**config.mk**
```make
export PLATFORM = sky130hd
export DESIGN_NAME = csa_accumulator
export DESIGN_NICKNAME = d
export VERILOG_FILES = /design/src/rtl/csa_accumulator.sv
export SDC_FILE = /design/constraint.sdc
export NUM_CORES = 1
export LEC_CHECK = 0
export BUFFER_PORTS_ARGS = -buffer_cell sky130_fd_sc_hd__buf_4
export CAP_MARGIN = 5
export CELL_PAD_IN_SITES_DETAIL_PLACEMENT = 1
export CELL_PAD_IN_SITES_GLOBAL_PLACEMENT = 1
export CORE_MARGIN = 4
export CORE_UTILIZATION = 39
export CTS_CLUSTER_DIAMETER = 150
export DETAILED_ROUTE_END_ITERATION = 12
export PLACE_DENSITY_LB_ADDON = 0.08
export SETUP_SLACK_MARGIN = 0.15
export SKIP_CTS_REPAIR_TIMING = 1
export SYNTH_ARGS = -nofsm -noshare
export SYNTH_HDL_FRONTEND = slang
export SYNTH_SLANG_ARGS = --single-unit
```
**constraint.sdc**
```tcl
create_clock -name clk -period 2.2 [get_ports clk]
set_input_delay 0.33 -clock clk [delete_from_list [all_inputs] [get_ports clk]]
set_output_delay 0.33 -clock clk [all_outputs]
set_load 0.03 [all_outputs]
```
**src/rtl/csa_accumulator.sv**
```systemverilog
// Carry-save accumulator: operands are summed in redundant (S, C) form with no
// carry chain, then resolved CHUNK bits per cycle into a binary group sum.
module csa_accumulator #(
  parameter int N     = 4,
  parameter int ACC_W = 8,
  parameter int CHUNK = 4
) (
  input  logic             clk,
  input  logic             rst,
  input  logic             in_valid,
  output logic             in_ready,
  input  logic [N-1:0]     in_data,
  input  logic             in_last,
  output logic             out_valid,
  input  logic             out_ready,
  output logic [ACC_W-1:0] out_sum,
  output logic [7:0]       out_count
);

  localparam int NCHUNK = ACC_W / CHUNK;
  localparam int KW     = (NCHUNK > 1) ? $clog2(NCHUNK) : 1;
  localparam logic [KW-1:0] K_ONE  = KW'(1);
  localparam logic [KW-1:0] K_LAST = KW'(NCHUNK - 1);

  typedef enum logic [1:0] {
    ACCUM   = 2'd0,
    RESOLVE = 2'd1,
    OUT     = 2'd2
  } state_t;

  state_t           state_q, state_d;
  logic [ACC_W-1:0] s_q, s_d;
  logic [ACC_W-1:0] c_q, c_d;
  logic [7:0]       cnt_q, cnt_d;
  logic [KW-1:0]    k_q, k_d;
  logic             cy_q, cy_d;
  logic [ACC_W-1:0] res_q, res_d;
  logic [ACC_W-1:0] out_sum_q, out_sum_d;
  logic [7:0]       out_count_q, out_count_d;

  logic [ACC_W-1:0] d_ext;
  logic [CHUNK:0]   slice_add;
  int               k_idx;

  assign d_ext     = ACC_W'(in_data);
  assign k_idx     = int'(k_q);
  assign slice_add = {1'b0, s_q[k_idx*CHUNK +: CHUNK]}
                   + {1'b0, c_q[k_idx*CHUNK +: CHUNK]}
                   + {{CHUNK{1'b0}}, cy_q};

  // out_valid is masked by rst so a reset arriving mid-OUT never presents a result.
  assign in_ready  = (state_q == ACCUM);
  assign out_valid = (state_q == OUT) && !rst;
  assign out_sum   = out_sum_q;
  assign out_count = out_count_q;

  // NOTE: every next-state variable gets its hold value first, so no path
  // through the case statement can leave one unassigned and infer a latch.
  always_comb begin
    state_d     = state_q;
    s_d         = s_q;
    c_d         = c_q;
    cnt_d       = cnt_q;
    k_d         = k_q;
    cy_d        = cy_q;
    res_d       = res_q;
    out_sum_d   = out_sum_q;
    out_count_d = out_count_q;

    unique case (state_q)
      ACCUM: begin
        if (in_valid) begin
          s_d   = s_q ^ c_q ^ d_ext;
          c_d   = ((s_q & c_q) | (c_q & d_ext) | (d_ext & s_q)) << 1;
          cnt_d = (cnt_q == 8'hFF) ? cnt_q : cnt_q + 8'd1;
          if (in_last) begin
            state_d = RESOLVE;
            k_d     = '0;
            cy_d    = 1'b0;
          end
        end
      end
      RESOLVE: begin
        res_d[k_idx*CHUNK +: CHUNK] = slice_add[CHUNK-1:0];
        cy_d = slice_add[CHUNK];
        k_d  = k_q + K_ONE;
        // Top-slice carry-out is simply dropped: the sum wraps modulo 2^ACC_W.
        if (k_q == K_LAST) begin
          state_d     = OUT;
          k_d         = '0;
          out_sum_d   = res_d;
          out_count_d = cnt_q;
        end
      end
      OUT: begin
        if (out_ready) begin
          state_d = ACCUM;
          s_d     = '0;
          c_d     = '0;
          cnt_d   = '0;
        end
      end
      default: state_d = ACCUM;
    endcase
  end

  // NOTE: state registers use non-blocking assignment so every flop samples
  // the pre-edge values, independent of statement order.
  always_ff @(posedge clk) begin
    if (rst) begin
      state_q     <= ACCUM;
      s_q         <= '0;
      c_q         <= '0;
      cnt_q       <= '0;
      k_q         <= '0;
      cy_q        <= 1'b0;
      res_q       <= '0;
      out_sum_q   <= '0;
      out_count_q <= '0;
    end else begin
      state_q     <= state_d;
      s_q         <= s_d;
      c_q         <= c_d;
      cnt_q       <= cnt_d;
      k_q         <= k_d;
      cy_q        <= cy_d;
      res_q       <= res_d;
      out_sum_q   <= out_sum_d;
      out_count_q <= out_count_d;
    end
  end

endmodule

```
==> flow_summary.yaml <==
route:
  drc: 0
  vias: 1804
  first_pass_iters: 4
  wl_um: 5082
  drt-initial-drc-count: 36
  wl_per_cell_um: 14.73
  viasPerCell: 5.229
  ant_nets: 0
finish:
  nets: 296
  fin_area_mm2: 0.002641
  nFillCells: 645
  seq_area_um2: 944.7
  multi_input_area_mm2: 0.001187
  syn_to_final_growth_pct: 20.84
  n_antenna_cell: 0
  final_util_pct: 50.12
  layout-drive-gt1-share_pct: 21.45
  instances_no_fill: 345
yosys:
  synthTopCellsByCount: "dfxtp_1, nand2_1, a21oi_1"
  yosys.area_share.simple_pct: 20.84
  yosysTopAreaCellShare_pct: 43.05
  postSynth.asyncResetShare_pct: 0
  syn_area_per_cell_um2: 8.814
  synth_area_mm2: 0.002186
  synth_cells: 248
  ys_seq_area_share_pct: 43.05
  synth-seq-cells: 47
  synth_compound_area_share_pct: 18.37
  yosysTopAreaCell: "dfxtp_1"
  synthXorXnorAreaFrac_pct: 0.4007
  synth-main-ff-cell: "dfxtp_1"
  yosysWarnings: 0
  yosysMostFrequentCell: "dfxtp_1"
  synth_mux_area_share_pct: 3.492
  synth_cell_type_count: 49
  synthAdderAreaFrac_pct: 9.159
  synth_edf_count: 0
  synth_top_family_by_area: "simple AND/OR/NAND/NOR gates"
  synth_area_leaders: "dfxtp_1, a21oi_1, nand2_1"
  synth_nets: 270
sta:
  drv_slew: 0
  fin_crit_sh_pct: 88.54
  finClkSkew_ns: 0.007349
  final-setup-viol-count: 0
  worst_pin_slew_ns: 0.5266
  rsz0062_at_grt: "no"
  period_minus_slack_ns: 1.948
  fin_setup_tns_ns: 0
  slew_headroom_pct: 64.82
  hold_viol: 0
  setup_slack_ns: 0.2522
  fmax_ghz: 0.5134
place:
  dp_slack_ns: 0.1022
  dp_hpwl_um: 3568
  placed_area_mm2: 0.002450
  io_buffers: 26
  dp_cells: 336
  place_congestion: 0.7777
floorplanning:
  row_count: 26
  dieArea_mm2: 0.006867
  design.portCount: 27
  die_x_um: 82.87
  initial_utilization_pct: 41.48
  die_height_um: 82.87
  coreArea_mm2: 0.005270
power_and_ir_drop:
  switching_share_pct: 23.75
  clkPwrFrac_pct: 41.2
  power_switching_mw: 0.4373
  p_int_mw: 1.404
  powerDensity_mw_per_mm2: 697.1
  peakVddDrop_uv: 383.8
  p_seq_share_pct: 48.7
  p_leak_nw: 1.016
  combinationalPowerShare_pct: 10.1
critical_path:
  worst-path-buf-inv: 1
  cp_data_required_time_ns: 2.40
  crit_chain: "buf_6 > o21ai_4 > ha_1 > nor2b_1 > o21a_1 > or2_2 > o311ai_0"
  worstSetupPathType: "flip-flop to flip-flop"
  critPathLaunchType: "flip-flop"
  crit_slowest_cell: "dfxtp_4"
  crit_family: "compound AO/OA/AOI/OAI gates"
  crit_fanout: 6
  cp-end-kind: "flip-flop"
  cp_data_arrival_time_ns: 2.15
  slowest_delay_ns: 0.38
grt:
  antenna_found_initial: 0
  grt_max_degree: 39
  grt_pass1_wl_um: 8845
  overflow: 0
  grt_pass1_vias: 1837
  track_usage_pct: 15.48
cts:
  ctsHtreeMaxLevel: 2
  cts.path.max_buffers: 2
  clkTransAtPathRegs_ns: 0.09
  root_buffer: "clkbuf_8"
  cts.sinks: 47
  clock_latency_ns: 0.31
  cts_tree: "yes"
  cts-buffers-inserted: 5
min_path:
  hold_class: "input port to flip-flop"
flow_run:
  drv_cap: 0
status:
  status: "completed"
kinds of logic (layout without fill, tap and decap cells):
group           count (synthesis)  in the layout
compound gates                 64             64
xor+xnor                        1              1
fa+ha+maj                      13             13
buf+inv                        22             49
flops                          47             47
mux                             7              7
simple gates                   94             94
placed cells by master (no fill, tap or decap), types with 3 or more instances in the layout:
master / Yosys / final
nor2_1: 28 / 28
o21a_1: 3 / 3
fa_1: 5 / 3
dfxtp_1: 47 / 46
ha_1: 8 / 8
nand3_1: 3 / 3
mux2_2: 5 / 5
a211oi_1: 3 / 3
or3_1: 3 / 3
inv_1: 6 / 6
a22oi_1: 12 / 12
o21ai_0: 6 / 4
buf_4: 0 / 33
a21oi_1: 30 / 30
nand2_1: 34 / 34
nor2b_1: 4 / 4
clkbuf_8: 0 / 5
state kept, by name, indices dropped and copies added, names as in the netlist:
signal / count
cy_q: 1
res_q: 4
out_count: 8
s_q: 8
cnt_q: 8
k_q: 1
state_q: 2
out_sum: 8
c_q: 7
final cells by class:
class / count / share of cell area (%)
clock buffer: 5 / 2.605
clock inverter: 3 / 2.558
inverter: 7 / 0.9948
multi-input combinational: 179 / 44.96
sequential: 47 / 35.77
tap: 70 / 3.316
timing repair buffer: 34 / 9.806
worst min-delay path, stage by stage:
cell and delay (ns):
buf_4 0.08, a21oi_1 0.05, nor2_1 0.07
power groups by stage:
stage	Sequential (mW)	Clock, mW	Combinational [mW]
global route	0.901	0.819	0.211
global placement	0.915	0	0.174
finish	0.896	0.759	0.185
floorplan	0.907	0	0.129
detailed placement	0.916	0	0.177
CTS	0.896	0.783	0.178
worst paths after layout:
kind                                start                 endpoint  slack [ns]  cells after the start
hold / removal                    in_last  state_q[0]$_SDFFE_PP0P_        0.27                      3
setup / recovery         k_q$_SDFFE_PP0P_  out_sum[7]$_SDFFE_PP0P_        0.25                      7
hold reg to reg   out_sum[5]$_SDFFE_PP0P_  out_sum[5]$_SDFFE_PP0P_        0.46                      2
setup reg to reg         k_q$_SDFFE_PP0P_  out_sum[7]$_SDFFE_PP0P_        0.25                      7
per-stage QoR:
step	hold WS [ns]	total power [mW]
final	0.2682	1.841
after global routing	0.3071	1.931
after CTS	0.2578	1.857
after detailed placement	0.4484	1.093
after global placement	0.4397	1.090
after floorplan	0.4271	1.037
routing by layer:
metal | track usage [%] | up-vias | routed length [µm]
met5 | 0 | - | 0
met4 | 4.458 | 0 | 73
met3 | 3.564 | 5 | 160
met2 | 26.38 | 22 | 2396
met1 | 19.45 | 853 | 2451
li1 | - | 924 | -
No activity file was read; power rests on OpenSTA's default activity.
